`config.mk`:
```
export PLATFORM = sky130hd
export DESIGN_NAME = cube_result_buffer_flat
export DESIGN_NICKNAME = d
export VERILOG_FILES = /design/src/rtl/cube_result_buffer_if.sv /design/src/rtl/cube_result_buffer.sv /design/src/flat_wrapper.sv
export SDC_FILE = /design/constraint.sdc
export NUM_CORES = 1
export LEC_CHECK = 0
export CORE_AREA = 2 2 114 116
export CTS_CLUSTER_SIZE = 20
export DETAILED_ROUTE_END_ITERATION = 6
export DIE_AREA = 0 0 116 118
export PLACE_DENSITY = 0.55
export SLEW_MARGIN = 20
export SYNTH_ARGS = -nofsm -noshare
export SYNTH_HDL_FRONTEND = slang
export SYNTH_SLANG_ARGS = --single-unit
```
`constraint.sdc`:
```
create_clock -name clk -period 7.3 [get_ports clk]
set_input_delay 2.19 -clock clk [delete_from_list [all_inputs] [get_ports clk]]
set_output_delay 2.19 -clock clk [all_outputs]
set_load 0.02 [all_outputs]
```
`src/rtl/cube_result_buffer_if.sv`:
```
// Stream interface between cubic_poly and its result buffer: an unthrottled input
// (cube_in/cube_valid) and a valid/ready output carrying the FIFO head.
interface cube_result_buffer_if #(
   parameter int DW = 9
);
   // out_data is a transfer only in a cycle where out_valid and out_ready are both
   // high. out_valid does not depend on out_ready. cube_valid has no ready signal.
   logic [DW-1:0] cube_in;
   logic          cube_valid;
   logic [DW-1:0] out_data;
   logic          out_valid;
   logic          out_ready;

   modport master (
      output cube_in, cube_valid, out_ready,
      input  out_data, out_valid
   );

   modport slave (
      input  cube_in, cube_valid, out_ready,
      output out_data, out_valid
   );
endinterface

```
`src/rtl/cube_result_buffer.sv`:
```
// First-word-fall-through FIFO for cubic_poly results. It drops and counts samples
// that arrive while the FIFO is full, and it keeps a saturating sum of accepted samples.
module cube_result_buffer #(
   parameter int DW    = 9,
   parameter int DEPTH = 4,
   parameter int SUM_W = 16
) (
   input  logic                     clk,
   input  logic                     rst_n,
   input  logic                     clear,
   cube_result_buffer_if.slave      bus,
   output logic [$clog2(DEPTH):0]   count,
   output logic [SUM_W-1:0]         sum_out,
   output logic                     sum_sat,
   output logic [7:0]               drop_cnt,
   output logic                     overflow
);
   localparam int AW = $clog2(DEPTH);
   localparam logic [AW:0]      FULL_CNT = (AW+1)'(DEPTH);
   localparam logic [AW:0]      CNT_ONE  = (AW+1)'(1);
   localparam logic [AW-1:0]    PTR_ONE  = AW'(1);
   localparam logic [SUM_W:0]   SUM_MAX  = {1'b0, {SUM_W{1'b1}}};

   logic [DW-1:0]    mem [DEPTH];
   logic [AW-1:0]    wr_ptr;
   logic [AW-1:0]    rd_ptr;
   logic             full;
   logic             push;
   logic             pop;
   logic             drop;
   logic [SUM_W:0]   sum_wide;

   assign full          = (count == FULL_CNT);
   assign bus.out_valid = (count != '0);
   assign pop           = bus.out_valid & bus.out_ready;
   // A full FIFO still accepts a sample when the head leaves in the same cycle.
   assign push          = bus.cube_valid & (~full | pop);
   assign drop          = bus.cube_valid & full & ~pop;
   assign bus.out_data  = bus.out_valid ? mem[rd_ptr] : '0;
   assign sum_wide      = {1'b0, sum_out} + {{(SUM_W+1-DW){1'b0}}, bus.cube_in};

   // Storage needs no reset; out_data is masked while the FIFO is empty.
   always_ff @(posedge clk) begin
      if (push && !clear) begin
         mem[wr_ptr] <= bus.cube_in;
      end
   end

   always_ff @(posedge clk or negedge rst_n) begin
      if (!rst_n) begin
         wr_ptr <= '0;
         rd_ptr <= '0;
         count  <= '0;
      end else if (clear) begin
         wr_ptr <= '0;
         rd_ptr <= '0;
         count  <= '0;
      end else begin
         if (push) wr_ptr <= wr_ptr + PTR_ONE;
         if (pop)  rd_ptr <= rd_ptr + PTR_ONE;
         if (push && !pop)      count <= count + CNT_ONE;
         else if (pop && !push) count <= count - CNT_ONE;
      end
   end

   always_ff @(posedge clk or negedge rst_n) begin
      if (!rst_n) begin
         sum_out  <= '0;
         sum_sat  <= 1'b0;
         drop_cnt <= '0;
         overflow <= 1'b0;
      end else if (clear) begin
         sum_out  <= '0;
         sum_sat  <= 1'b0;
         drop_cnt <= '0;
         overflow <= 1'b0;
      end else begin
         if (push) begin
            if (sum_wide >= SUM_MAX) begin
               sum_out <= SUM_MAX[SUM_W-1:0];
               sum_sat <= 1'b1;
            end else begin
               sum_out <= sum_wide[SUM_W-1:0];
            end
         end
         if (drop) begin
            overflow <= 1'b1;
            if (drop_cnt != 8'hFF) drop_cnt <= drop_cnt + 8'd1;
         end
      end
   end
endmodule

```
`src/flat_wrapper.sv`:
```
// flat-port wrapper written by rule: the top's interface ports become plain ports
module cube_result_buffer_flat 
#(
   parameter int DW    = 9,
   parameter int DEPTH = 4,
   parameter int SUM_W = 16
)
  (clk, rst_n, clear, count, sum_out, sum_sat, drop_cnt, overflow, bus_cube_in, bus_cube_valid, bus_out_ready, bus_out_data, bus_out_valid);
  cube_result_buffer_if #(.DW(DW)) bus_i ();
  input  logic clk;
  input  logic rst_n;
  input  logic clear;
  output logic [$clog2(DEPTH):0] count;
  output logic [SUM_W-1:0] sum_out;
  output logic sum_sat;
  output logic [7:0] drop_cnt;
  output logic overflow;
  input wire logic [$bits(bus_i.cube_in)-1:0] bus_cube_in;
  input wire logic [$bits(bus_i.cube_valid)-1:0] bus_cube_valid;
  input wire logic [$bits(bus_i.out_ready)-1:0] bus_out_ready;
  output wire logic [$bits(bus_i.out_data)-1:0] bus_out_data;
  output wire logic [$bits(bus_i.out_valid)-1:0] bus_out_valid;
  assign bus_i.cube_in = bus_cube_in;
  assign bus_i.cube_valid = bus_cube_valid;
  assign bus_i.out_ready = bus_out_ready;
  assign bus_out_data = bus_i.out_data;
  assign bus_out_valid = bus_i.out_valid;
  cube_result_buffer #(.DW(DW), .DEPTH(DEPTH), .SUM_W(SUM_W)) u_core (.clk(clk), .rst_n(rst_n), .clear(clear), .bus(bus_i), .count(count), .sum_out(sum_out), .sum_sat(sum_sat), .drop_cnt(drop_cnt), .overflow(overflow));
endmodule
```
After elaboration in Yosys (flattened, before gate mapping)
Memory sizes are Yosys's and may differ from the RTL's.
Index checks and enable logic that the tools add are counted.
- register bits: 33
- bits in writable memories: 36
- bits of input ports: 14
- output and inout port bits: 39
- logic and storage cells: 60
- memories: 1
- memories (memory ; depth ; bits a word ; rd ports ; clocked after memory_dff ; wr ports ; RTL line ; RTL):
    u_core.mem ; 4 ; 9 ; 1 ; 0 ; 1 ; cube_result_buffer.sv:24 ; logic [DW-1:0] mem [DEPTH];
- add/subtract/negate cells: 6
- magnitude comparators: 1
- equality and inequality tests: 2
- muxes and demuxes: 21
- bitwise logic cells: 7
- reduce and logical (&&, ||, !) cells: 15
- operators by type and width (kind ; number):
    two-way mux 16 bit ; 3
    two-way mux 8 bit ; 3
    adder 16 x 9 -> 17 bit ; 1
    >= comparator 17 x 16 -> 1 bit, second input constant ; 1
    nonzero test 2 bit ; 5
    two-way mux 3 bit ; 3
    two-way mux 9 bit ; 1
    adder 8 x 1 -> 8 bit, second input constant ; 1
    two-way mux 2 bit ; 4
    inequality test 8 bit, second input constant ; 1
    two-way mux 1 bit ; 7
    nonzero test 3 bit ; 2
    adder 2 x 1 -> 2 bit, second input constant ; 2
    AND 1 bit ; 4
    AND reduction 2 bit ; 2
    adder 3 x 1 -> 3 bit, second input constant ; 1
    == test 3 bit, second input constant ; 1
    logical AND 1 bit ; 3
    zero test 1 bit ; 3
    subtractor 3 x 1 -> 3 bit, second input constant ; 1
    inverter 1 bit ; 2
    bitwise OR 1 bit ; 1

Logic depth before layout (Yosys ltp)
Gate-level depths: netlist (run 1).
- word-level depth: 9
- gate-level depth with buffers: 10
- mapped depth without buffers: 10

Least setup slack after synthesis (run 1)
Ideal clock, no wire load.
- path type: input port to flip-flop
- start point: input bus_cube_in[0]
- end point: register u_core.sum_sat
- setup time: 0.066 ns
- arrival time: 4.037 ns
- data required time: 7.234 ns
- slack: 3.197 ns
- stages: 10
- buffers on the path: 0
- cell sequence: ha_1 -> inv_1 -> fa_1 -> xor2_1 -> nor3b_1 -> o21ai_0 -> a2111oi_0 -> o2111ai_1 -> nor4_1 -> a41o_1
- cells in the longest elaborated chain, start to end: 4
- RTL lines (element ; RTL line ; RTL):
    start, declared ; flat_wrapper.sv:18 ; input wire logic [$bits(bus_i.cube_in)-1:0] bus_cube_in;
    adder 16 x 9 -> 17 bit ; cube_result_buffer.sv:40 ; assign sum_wide = {1'b0, sum_out} + {{(SUM_W+1-DW){1'b0}}, bus.cube_in};
    >= comparator 17 x 16 -> 1 bit ; cube_result_buffer.sv:79 ; if (sum_wide >= SUM_MAX) begin
    nonzero test 2 bit (no line) ; -- ;
    AND reduction 2 bit (no line) ; -- ;
    end signal, assigned ; cube_result_buffer.sv:69 ; sum_sat <= 1'b0;
    end signal, assigned ; cube_result_buffer.sv:74 ; sum_sat <= 1'b0;
    end signal, assigned ; cube_result_buffer.sv:81 ; sum_sat <= 1'b1;
    end, declared ; cube_result_buffer.sv:14 ; output logic sum_sat,
No other way between the ends.
A chain may end at the register's enable or synchronous reset.

Worst setup path in the final report (run 1)
- start point: input bus_out_ready
- end point: register u_core.count[2]
- cells in the longest elaborated chain, start to end: 6
- elaborated cells between the ends (all ways): 10
- those cells by class: mux: 2; bitwise: 3; reduce/logical: 5
- RTL lines (element ; RTL line ; RTL):
    start, declared ; flat_wrapper.sv:20 ; input wire logic [$bits(bus_i.out_ready)-1:0] bus_out_ready;
    AND 1 bit * ; cube_result_buffer.sv:35 ; assign pop = bus.out_valid & bus.out_ready;
    bitwise OR 1 bit ; cube_result_buffer.sv:37 ; assign push = bus.cube_valid & (~full | pop);
    AND 1 bit ; cube_result_buffer.sv:37 ;
    logical AND 1 bit or zero test 1 bit (tied branches) ; cube_result_buffer.sv:61, cube_result_buffer.sv:62 ;
    two-way mux 3 bit or logical AND 1 bit (tied branches) ; cube_result_buffer.sv:61, cube_result_buffer.sv:62 ;
    two-way mux 3 bit or nonzero test 3 bit (tied branches) ; -- ;
    end signal, assigned ; cube_result_buffer.sv:61 ; if (push && !pop) count <= count + CNT_ONE;
    end signal, assigned ; cube_result_buffer.sv:62 ; else if (pop && !push) count <= count - CNT_ONE;
    end, declared ; cube_result_buffer.sv:12 ; output logic [$clog2(DEPTH):0] count,
Mark *: on every way between the ends. The rest lies on a longest branch, timed or not.

==> run_results.csv, run 1 <==
group,metric,value,unit
worst_setup_path,crit_fanout,15,
outcome,run_status,"finished, final reports clean",
synth,post_synth_mux_area_share,0.0693,
cts,clk_latency_worst_skew_pair,330,ps
sta,timing.final.crit_period,4690,ps
sta,rsz0062_at_grt,"no",
worst_setup_path,worst_setup_path_end_kind,"flip-flop",
worst_setup_path,critical_path.most_common_cell,"sky130_fd_sc_hd__nand2b_1",
power_and_ir_drop,worst_ir_drop_vdd,0.107,mV
synth,dominantRegCellSynth,"sky130_fd_sc_hd__edfxtp_1",
cts,cts_buffers,9,
sta,final.setup.tns,0,ps
drt,initialDrtViolationCount,75,
grt,grt.overflow.total,0,
min_path,hp-class,"reg -> reg",
floorplan,rows,41,
final_layout,finish.cell_count_without_fillers,538,
sta,number_of_max_slew_violations_in_the_final_report,0,
final_layout,layout-drive-gt1-share,0.112,
worst_setup_path,path_buf_inv,1,
synth,xor_xnor_share_of_the_synthesized_area,0.0601,
synth,synth_nets,341,
drt,average_detailed_routed_wire_length_per_instance,14.8,um
synth,yosys.area.top_type,"sky130_fd_sc_hd__edfxtp_1",
place,io_buffers,52,
floorplan,number_of_placed_i_o_pins,53,
worst_setup_path,cp_required,7550,ps
grt,grt_first_pass_wirelength,13200,um
sta,layout_worst_path_cycle_share,0.642,
cts,post_cts_hold_buffer_count,0,
drt,route.antenna.remaining_nets,0,
synth,ys_ff_latch,69,
synth,yosys_warnings,0,
synth,synth-edff-count,36,
synth,synth_largest_type_area_fraction,0.296,
synth,yosys.area_share.simple,0.152,
floorplan,core,12400,sq um
place,placed_cells,522,
run,drv.max_cap_violation_count,0,
worst_setup_path,crit_chain,"clkdlybuf4s50_1 -> nor4b_4 -> nand2b_1 -> a21oi_1 -> fa_1 -> nand2b_1 -> or3_2 -> a31oi_1",
final_layout,num_antenna_cells,0,
synth,complex_gate_fraction_of_the_synthesized_area,0.109,
synth,synth_top_family_by_area,"simple AND/OR/NAND/NOR gates",
worst_setup_path,critical-path-top-delay-family,"simple AND/OR/NAND/NOR gates",
worst_setup_path,arrival,4940,ps
synth,postSynth.asyncResetShare,0.478,
sta,worst-slew-pin-transition,665,ps
synth,mappedNetlistArea,3650,sq um
drt,post_drt_via_cell_ratio,4.61,
drt,route.detailed.drc,0,
final_layout,fin_nets,391,
power_and_ir_drop,report.power.total,0.00136,W
sta,finalHoldWorstSlack,518,ps
cts,tritoncts,"done",
cts,cts.clk_slew.worst_paths,60,ps
cts,ctsRootBufferMaster,"sky130_fd_sc_hd__clkbuf_16",
power_and_ir_drop,power_per_cell_area,295,nW/um^2
synth,synth_unique_cells,51,
cts,h-tree-depth,3,
sta,skew,5.58,ps
synth,yosysSeqAreaShare,0.523,
place,post-place-ws,2250,ps
floorplan,initial_utilization,0.294,
floorplan,die_w,116,um
floorplan,dieHeight,118,um
synth,yosys.area_share.adder,0.0590,
worst_setup_path,critPathKind,"in -> reg",
grt,grt_max_degree,35,
worst_setup_path,critical_path.max_stage_delay,610,ps
place,globalplace.congestion,0.829,
sta,fmax,213,MHz
drt,num_vias,2480,
sta,final.setup.worst_slack,2610,ps
cts,cts_post_setup_buffers_inserted,0,
final_layout,n_fill_cell,1239,
drt,drtPass1Iterations,5,
cts,clock_tree.buffer_depth,2,
worst_setup_path,timing.critical_path.from_type,"primary input",
cts,tritoncts_num_sinks,69,
grt,globalRouteTotalUtil,0.124,
synth,avg_synthesized_cell_area,11.7,sq um
synth,synth_area_leaders,"sky130_fd_sc_hd__edfxtp_1 30%, sky130_fd_sc_hd__dfrtp_1 23%, sky130_fd_sc_hd__mux4_2 5.6%",
cts,post_cts_resize_count,0,
grt,grt_antenna_before_repair,0,
power_and_ir_drop,cellLeakagePower,1.79,nW
sta,timing.max_slew.rel_slack,0.556,
final_layout,synthesis_to_finish_area_growth,26.3,%
drt,finalWirelength,7990,um
worst_setup_path,crit_path_top_delay_cell,"sky130_fd_sc_hd__clkdlybuf4s50_1",
synth,synthCells,311,
sta,finalHoldViolations,0,
place,place_hpwl,5660,um
grt,grt_pass1_vias,2548,
floorplan,die_area,13700,sq um
sta,finalSetupViolCount,0,
per-stage QoR:
step	instance area [sq um]	util
6_report	4600	0.371
5_1_grt	4600	0.371
4_1_cts	4600	0.371
3_5_place_dp	4330	0.348
3_3_place_gp	4330	0.348
2_1_floorplan	3650	-
cells in the final DEF (no fill, tap or decap), types with 3 or more instances in the layout:
master	count
sky130_fd_sc_hd__a211oi_1	4
sky130_fd_sc_hd__a21oi_1	12
sky130_fd_sc_hd__a31oi_1	3
sky130_fd_sc_hd__and2_1	14
sky130_fd_sc_hd__and3_1	4
sky130_fd_sc_hd__clkbuf_16	9
sky130_fd_sc_hd__clkdlybuf4s50_1	52
sky130_fd_sc_hd__dfrtp_1	33
sky130_fd_sc_hd__edfxtp_1	36
sky130_fd_sc_hd__ha_1	14
sky130_fd_sc_hd__inv_1	8
sky130_fd_sc_hd__inv_6	5
sky130_fd_sc_hd__mux2i_1	5
sky130_fd_sc_hd__mux4_2	9
sky130_fd_sc_hd__nand2_1	14
sky130_fd_sc_hd__nand2b_1	5
sky130_fd_sc_hd__nand3_1	7
sky130_fd_sc_hd__nand4_1	4
sky130_fd_sc_hd__nor2_1	36
sky130_fd_sc_hd__nor2b_1	3
sky130_fd_sc_hd__o21ai_0	21
sky130_fd_sc_hd__xnor2_1	6
sky130_fd_sc_hd__xor2_1	19
power by group:
part           internal, W  leakage, nW  switching, W
clock             0.000234        0.141      0.000176
sequential        0.000442        0.777     0.0000539
combinational     0.000222        0.868      0.000230
registers in the layout (all words and copies together), names as in the netlist:
name,count
u_core.mem,36
u_core.sum_out,16
u_core.drop_cnt,8
u_core.count,3
u_core.rd_ptr,2
u_core.wr_ptr,2
u_core.overflow,1
u_core.sum_sat,1
path summary, 6_finish.rpt:
path / start / endpoint / slack (ps) / cells after the start
setup / recovery: bus_out_ready / u_core.count[2] / 2610 / 8
min in group asynchronous: rst_n / u_core.drop_cnt[6] / 2270 / 2
setup reg to reg: u_core.count[1] / u_core.count[2] / 4560 / 7
hold / removal: u_core.overflow / u_core.overflow / 520 / 2
max in group asynchronous: rst_n / u_core.sum_out[3] / 4700 / 2
hold reg to reg: u_core.overflow / u_core.overflow / 520 / 2
synthesized netlist by cell type (2+ instances only):
library cell	number
sky130_fd_sc_hd__nor3_1	2
sky130_fd_sc_hd__nor4_1	2
sky130_fd_sc_hd__a41o_1	2
sky130_fd_sc_hd__mux2i_1	5
sky130_fd_sc_hd__xor2_1	19
sky130_fd_sc_hd__nand2b_1	5
sky130_fd_sc_hd__buf_2	6
sky130_fd_sc_hd__nor2_1	36
sky130_fd_sc_hd__ha_1	14
sky130_fd_sc_hd__inv_1	8
sky130_fd_sc_hd__o21bai_1	2
sky130_fd_sc_hd__a31oi_1	3
sky130_fd_sc_hd__o22ai_1	2
sky130_fd_sc_hd__a211o_1	2
sky130_fd_sc_hd__nor2b_1	3
sky130_fd_sc_hd__or3_2	2
sky130_fd_sc_hd__o21ai_0	21
sky130_fd_sc_hd__xnor2_1	6
sky130_fd_sc_hd__edfxtp_1	36
sky130_fd_sc_hd__mux4_2	9
sky130_fd_sc_hd__fa_1	2
sky130_fd_sc_hd__or2_2	2
sky130_fd_sc_hd__nand2_1	14
sky130_fd_sc_hd__and3_1	4
sky130_fd_sc_hd__clkbuf_1	8
sky130_fd_sc_hd__dfrtp_1	33
sky130_fd_sc_hd__and2_1	14
sky130_fd_sc_hd__a211oi_1	4
sky130_fd_sc_hd__o2111ai_1	2
sky130_fd_sc_hd__o211ai_1	2
sky130_fd_sc_hd__nand3_1	7
sky130_fd_sc_hd__nand4_1	4
sky130_fd_sc_hd__a21oi_1	12
layout make-up:
| class | count | area [sq um] | area share |
|---|---|---|---|
| Clock buffer | 9 | 225 | 0.0489 |
| Clock inverter | 7 | 53.8 | 0.0117 |
| Inverter | 8 | 30.0 | 0.00652 |
| Multi-Input combinational cell | 219 | 1640 | 0.356 |
| Sequential cell | 69 | 1910 | 0.414 |
| Tap cell | 172 | 215 | 0.0467 |
| Timing Repair Buffer | 54 | 536 | 0.116 |
worst min-delay path, stage by stage, from the launching register on:
cell and delay (ps):
sky130_fd_sc_hd__dfrtp_1 350, sky130_fd_sc_hd__a21oi_1 50, sky130_fd_sc_hd__nor2_1 80
layer usage:
metal	vias to the layer above	GRT usage	wire length [um]
li1	1238	-	-
met1	1185	0.162	3640
met2	47	0.203	4000
met3	10	0.0201	223
met4	0	0.0536	129
met5	-	0	0
cells by family (layout without fill, tap and decap cells):
family | Yosys count | count (layout)
and+or+nand+nor | 104 | 104
DFF | 69 | 69
muxes | 14 | 14
buffers and inverters | 23 | 78
AOI/OAI and AO/OA | 60 | 60
adders and majority gates | 16 | 16
xor gates and xnor gates | 25 | 25
Power figures use the tool's default switching activity.
==> run 2, diff against run 1 <==
--- a/config.mk
+++ b/config.mk
@@ -9,7 +9,7 @@
 export CTS_CLUSTER_SIZE = 20
 export DETAILED_ROUTE_END_ITERATION = 6
 export DIE_AREA = 0 0 116 118
-export PLACE_DENSITY = 0.55
+export PLACE_DENSITY = 0.57
 export SLEW_MARGIN = 20
 export SYNTH_ARGS = -nofsm -noshare
 export SYNTH_HDL_FRONTEND = slang
==> constraint.sdc (replaced) <==
create_clock -name clk -period 4.2 [get_ports clk]
set_input_delay 1.26 -clock clk [delete_from_list [all_inputs] [get_ports clk]]
set_output_delay 1.26 -clock clk [all_outputs]
set_load 0.02 [all_outputs]
==> run 2 against run 1 <==
Effect of this change:
- utilization grew 0.33 points
- die area unchanged
- cell count rose by 0.56%
- via count rose by 1.4%
- critical path depth up 3
- design area grew 0.90%
- highest routed layer unchanged
==> run_results.csv, run 2 (synthesis gave the netlist of run 1 again) <==
group,metric,value,unit
power_and_ir_drop,power_per_cell_area,519,nW/um^2
final_layout,largest_register_ffs,36,
worst_setup_path,critPathKind,"in -> reg",
sta,finalSetupViolCount,0,
worst_setup_path,arrival,4030,ps
worst_setup_path,worst_setup_path_end_kind,"flip-flop",
drt,finalWirelength,7960,um
sta,skew,7.95,ps
sta,finalHoldViolations,0,
drt,average_detailed_routed_wire_length_per_instance,14.7,um
cts,h-tree-depth,3,
floorplan,number_of_placed_i_o_pins,53,
outcome,run_status,"finished, final reports clean",
cts,cts_post_setup_buffers_inserted,0,
power_and_ir_drop,cellLeakagePower,1.81,nW
final_layout,final_design_area_no_fill,4650,sq um
cts,post_cts_hold_buffer_count,0,
final_layout,final_util,0.374,
floorplan,rows,41,
grt,grt_pass1_vias,2523,
worst_setup_path,crit_fanout,5,
min_path,hp-class,"reg -> reg",
cts,clk_latency_worst_skew_pair,330,ps
cts,ctsRootBufferMaster,"sky130_fd_sc_hd__clkbuf_16",
place,globalplace.congestion,0.825,
final_layout,synthesis_to_finish_area_growth,27.4,%
drt,initialDrtViolationCount,81,
final_layout,fin_nets,394,
cts,tritoncts_num_sinks,69,
drt,post_drt_via_cell_ratio,4.65,
sta,final.setup.worst_slack,441,ps
drt,route.detailed.drc,0,
drt,drtPass1Iterations,4,
place,io_buffers,52,
floorplan,dieHeight,118,um
cts,cts.clk_slew.worst_paths,60,ps
final_layout,layout.cells.most_common_list,"52 x sky130_fd_sc_hd__clkdlybuf4s50_1, 36 x sky130_fd_sc_hd__nor2_1, 36 x sky130_fd_sc_hd__edfxtp_1",
sta,final.setup.tns,0,ps
sta,number_of_max_slew_violations_in_the_final_report,0,
drt,route.antenna.remaining_nets,0,
final_layout,commonest_non_fill_non_tap_cell_in_the_layout,"sky130_fd_sc_hd__clkdlybuf4s50_1",
sta,worst-slew-pin-transition,659,ps
final_layout,layout-drive-gt1-share,0.114,
floorplan,die_area,13700,sq um
cts,cts_buffers,9,
sta,timing.max_slew.rel_slack,0.561,
place,placed_area,4350,sq um
power_and_ir_drop,worst_ir_drop_vdd,0.190,mV
grt,grt_antenna_before_repair,0,
final_layout,largestRegisters,"u_core.mem (36), u_core.sum_out (16), u_core.drop_cnt (8)",
cts,post_cts_resize_count,0,
grt,grt_first_pass_wirelength,12900,um
sta,fmax,266,MHz
sta,layout_worst_path_cycle_share,0.895,
final_layout,top_register,"u_core.mem",
worst_setup_path,timing.critical_path.from_type,"primary input",
grt,grt_max_degree,34,
floorplan,initial_utilization,0.294,
sta,timing.final.crit_period,3760,ps
drt,num_vias,2514,
worst_setup_path,cp_required,4470,ps
place,place_hpwl,5630,um
place,post-place-ws,48.1,ps
floorplan,core,12400,sq um
floorplan,die_w,116,um
grt,globalRouteTotalUtil,0.122,
cts,clock_tree.buffer_depth,2,
final_layout,num_antenna_cells,0,
cts,tritoncts,"done",
run,drv.max_cap_violation_count,0,
sta,rsz0062_at_grt,"no",
grt,grt.overflow.total,0,
[run 2: through the flow]
| step | hold WS, ps | power (W) | std cells |
|---|---|---|---|
| 6_report | 531 | 0.00241 | 541 |
| 5_1_grt | 582 | 0.00254 | 541 |
| 4_1_cts | 537 | 0.00244 | 541 |
| 3_5_place_dp | 524 | 0.00168 | 525 |
| 3_3_place_gp | 493 | 0.00167 | 525 |
| 2_1_floorplan | 543 | 0.00137 | 311 |
[run 2: final timing paths]
path	startpoint	slack (ps)	cells past startpoint	end
worst min-delay path	u_core.overflow	530	2	u_core.overflow
worst max-delay path	bus_cube_in[0]	440	11	u_core.sum_sat
worst min register to register	u_core.overflow	530	2	u_core.overflow
worst max register to register	u_core.sum_out[0]	1580	10	u_core.sum_sat
min in group asynchronous	rst_n	1350	2	u_core.sum_out[15]
max in group asynchronous	rst_n	2530	2	u_core.count[1]
[run 2: layout make-up]
class                      instances  area [sq um]
clock buffer                      10           229
clock inverter                     6          68.8
fill                            1253          7770
inverter                           8          30.0
multi-input combinational        219          1640
sequential                        69          1910
tap                              172           215
timing repair buffer              57           558
[run 2: report_power, final]
part / leakage [nW] / switching, W / total (W) / internal (W)
clock: 0.146 / 0.000293 / 0.000757 / 0.000465
combinational: 0.883 / 0.000404 / 0.000793 / 0.000389
sequential: 0.777 / 0.0000921 / 0.000861 / 0.000769
total: 1.81 / 0.000789 / 0.00241 / 0.00162
[run 2: worst max-delay path, stage by stage]
cell	delay, ps
sky130_fd_sc_hd__clkdlybuf4s50_1	560
sky130_fd_sc_hd__ha_1	190
sky130_fd_sc_hd__inv_1	50
sky130_fd_sc_hd__fa_1	400
sky130_fd_sc_hd__xor2_1	190
sky130_fd_sc_hd__nor3b_1	250
sky130_fd_sc_hd__o21ai_0	120
sky130_fd_sc_hd__a2111oi_0	410
sky130_fd_sc_hd__o2111ai_1	170
sky130_fd_sc_hd__nor4_1	220
sky130_fd_sc_hd__a41o_1	210
[run 2: per-layer routing]
metal,vias up,part of all wire,wire (um),track usage
met1,1213,0.46,3660,0.158
met2,53,0.49,3870,0.196
met4,0,0.014,108,0.0469
li1,1239,-,-,-
met5,-,0,0,0
met3,9,0.040,319,0.0283
==> run 3, diff against run 2 <==
--- a/config.mk
+++ b/config.mk
@@ -5,10 +5,10 @@
 export SDC_FILE = /design/constraint.sdc
 export NUM_CORES = 1
 export LEC_CHECK = 0
-export CORE_AREA = 2 2 114 116
+export CORE_AREA = 3 3 115 117
 export CTS_CLUSTER_SIZE = 20
 export DETAILED_ROUTE_END_ITERATION = 6
-export DIE_AREA = 0 0 116 118
+export DIE_AREA = 0 0 118 120
 export PLACE_DENSITY = 0.57
 export SLEW_MARGIN = 20
 export SYNTH_ARGS = -nofsm -noshare
==> constraint.sdc (replaced) <==
create_clock -name clk -period 4.2 [get_ports clk]
set_input_delay 0.84 -clock clk [delete_from_list [all_inputs] [get_ports clk]]
set_output_delay 0.84 -clock clk [all_outputs]
set_load 0.02 [all_outputs]
==> run 3 against run 2 <==
Effect of this change:
- clock power decreased by 5.0%
- combinational power about the same
- clock skew decreased by 2.2 ps
- worst hold slack got worse by 15 ps
- critical path type unchanged
- critical endpoint unchanged
==> run_results.csv, run 3 (synthesis gave the netlist of run 1 again) <==
group,metric,value,unit
outcome,run_status,"finished, final reports clean",
worst_setup_path,arrival,3690,ps
min_path,hp-class,"reg -> reg",
power_and_ir_drop,cellInternalPower,0.00157,W
final_layout,commonest_non_fill_non_tap_cell_in_the_layout,"sky130_fd_sc_hd__clkdlybuf4s50_1",
place,globalplace.congestion,0.837,
min_path,min_delay_path_depth,2,
worst_setup_path,crit_chain,"clkdlybuf4s50_1 -> ha_1 -> inv_1 -> fa_1 -> xor2_1 -> nor3b_1 -> o21ai_0 -> a2111oi_0 -> o2111ai_1 -> nor4_1 -> a41o_1",
grt,grt_antenna_before_repair,0,
final_layout,largestRegisters,"u_core.mem (36), u_core.sum_out (16), u_core.drop_cnt (8)",
drt,route.antenna.remaining_nets,0,
cts,cts_buffers,9,
floorplan,dieHeight,120,um
power_and_ir_drop,clockPowerShare,0.303,
power_and_ir_drop,sw_frac_of_total,0.339,
place,post-place-ws,464,ps
floorplan,initial_utilization,0.292,
drt,average_detailed_routed_wire_length_per_instance,15.0,um
grt,globalRouteTotalUtil,0.119,
floorplan,die_w,118,um
sta,number_of_max_slew_violations_in_the_final_report,0,
floorplan,rows,41,
sta,layout_worst_path_cycle_share,0.813,
drt,drtPass1Iterations,4,
worst_setup_path,ff2ff_setup_slack,1520,ps
cts,h-tree-depth,3,
worst_setup_path,critical_path.max_stage_delay,560,ps
cts,post_cts_resize_count,0,
place,place_hpwl,5770,um
power_and_ir_drop,switching_power,0.000804,W
final_layout,num_antenna_cells,0,
sta,final.setup.tns,0,ps
power_and_ir_drop,sequentialPowerShare,0.362,
worst_setup_path,timing.critical_path.from_type,"primary input",
grt,grt_pass1_vias,2672,
cts,clock_tree.buffer_depth,2,
floorplan,core,12500,sq um
final_layout,layout-drive-gt1-share,0.114,
sta,timing.final.crit_period,3410,ps
worst_setup_path,r2r.worst_path.cells,10,
sta,worst-slew-pin-transition,645,ps
drt,route.detailed.drc,0,
min_path,holdPathEnd,"u_core.overflow",
power_and_ir_drop,power_frac_comb,0.334,
drt,finalWirelength,8080,um
final_layout,largest_register_ffs,36,
worst_setup_path,timing.rr.start,"u_core.sum_out[0]",
min_path,min_from,"u_core.overflow",
final_layout,final_design_area_no_fill,4620,sq um
cts,tritoncts_num_sinks,69,
sta,rsz0062_at_grt,"no",
final_layout,synthesis_to_finish_area_growth,26.6,%
run,drv.max_cap_violation_count,0,
sta,fmax,293,MHz
floorplan,die_area,14200,sq um
cts,ctsRootBufferMaster,"sky130_fd_sc_hd__clkbuf_16",
cts,cts_post_setup_buffers_inserted,0,
cts,tritoncts,"done",
cts,clk_latency_worst_skew_pair,330,ps
power_and_ir_drop,power_per_cell_area,514,nW/um^2
worst_setup_path,worst_setup_path_end_kind,"flip-flop",
drt,post_drt_via_cell_ratio,4.70,
final_layout,layout.cells.most_common_list,"52 x sky130_fd_sc_hd__clkdlybuf4s50_1, 36 x sky130_fd_sc_hd__nor2_1, 36 x sky130_fd_sc_hd__edfxtp_1",
grt,grt_max_degree,35,
worst_setup_path,regToRegEndpoint,"u_core.sum_sat",
final_layout,fin_nets,392,
place,placed_area,4330,sq um
drt,initialDrtViolationCount,88,
grt,grt.overflow.total,0,
worst_setup_path,critical-path-top-delay-family,"compound AO/OA/AOI/OAI gates",
cts,cts.clk_slew.worst_paths,60,ps
sta,skew,5.72,ps
place,io_buffers,52,
worst_setup_path,critPathKind,"in -> reg",
cts,post_cts_hold_buffer_count,0,
sta,timing.max_slew.rel_slack,0.570,
sta,final.setup.worst_slack,786,ps
power_and_ir_drop,cellLeakagePower,1.79,nW
floorplan,number_of_placed_i_o_pins,53,
power_and_ir_drop,worst_ir_drop_vdd,0.159,mV
worst_setup_path,cp_required,4470,ps
worst_setup_path,path_buf_inv,2,
drt,num_vias,2535,
final_layout,top_register,"u_core.mem",
worst_setup_path,crit_path_top_delay_cell,"sky130_fd_sc_hd__clkdlybuf4s50_1",
worst_setup_path,crit_fanout,5,
sta,finalSetupViolCount,0,
sta,finalHoldViolations,0,
grt,grt_first_pass_wirelength,13500,um
run 3: cell types whose count changed in the layout (fill, tap and decap cells not counted), sizes merged:
| cell | before | now |
|---|---|---|
| clkinv | 2 | 3 |
| buf | 5 | 3 |
| clkinvlp | 0 | 1 |
| bufinv | 1 | 0 |
| clkbuf | 10 | 9 |
run 3: layer usage:
layer,vias to the layer above,share of wire,global-route usage
li1,1239,-,-
met2,57,0.49,0.204
met1,1222,0.45,0.141
met4,0,0.024,0.0527
met3,17,0.041,0.0302
met5,-,0,0
run 3: tightest hold or removal path: cells and delay by family, from the launching register on:
family / cells / cell delay (ps)
compound gates: 1 / 50
simple gates: 1 / 70
flops: 1 / 360
run 3: worst max-delay path by stage:
stage | start | end | cells after the start
CTS | bus_cube_in[0] | u_core.sum_sat | 11
global placement | bus_cube_in[0] | u_core.sum_sat | 11
floorplan | bus_cube_in[0] | u_core.sum_sat | 10
global route | bus_cube_in[0] | u_core.sum_sat | 11
detailed placement | bus_cube_in[0] | u_core.sum_sat | 11
finish | bus_cube_in[0] | u_core.sum_sat | 11
run 3: power groups by stage:
stage               sequential (W)  combinational, W  clock [W]
floorplan                 0.000858          0.000515          0
global placement          0.000874          0.000794          0
detailed placement        0.000878          0.000803          0
CTS                       0.000864          0.000806   0.000736
global route              0.000875          0.000874   0.000758
finish                    0.000859          0.000793   0.000719
run 3: area by class of cell:
class                      count  area, sq um
multi-input combinational    219         1640
tap                          172          215
timing repair buffer          55          543
clock buffer                   9          225
clock inverter                 7         58.8
inverter                       8         30.0
fill                        1207         7850
sequential                    69         1910
run 3: through the flow:
step	total power, W	utilization	instances	hold WS (ps)
after floorplan	0.00137	-	311	543
after global placement	0.00167	0.348	523	504
after detailed placement	0.00168	0.348	523	509
after CTS	0.00241	0.370	539	523
after global routing	0.00251	0.370	539	552
final	0.00237	0.370	539	515
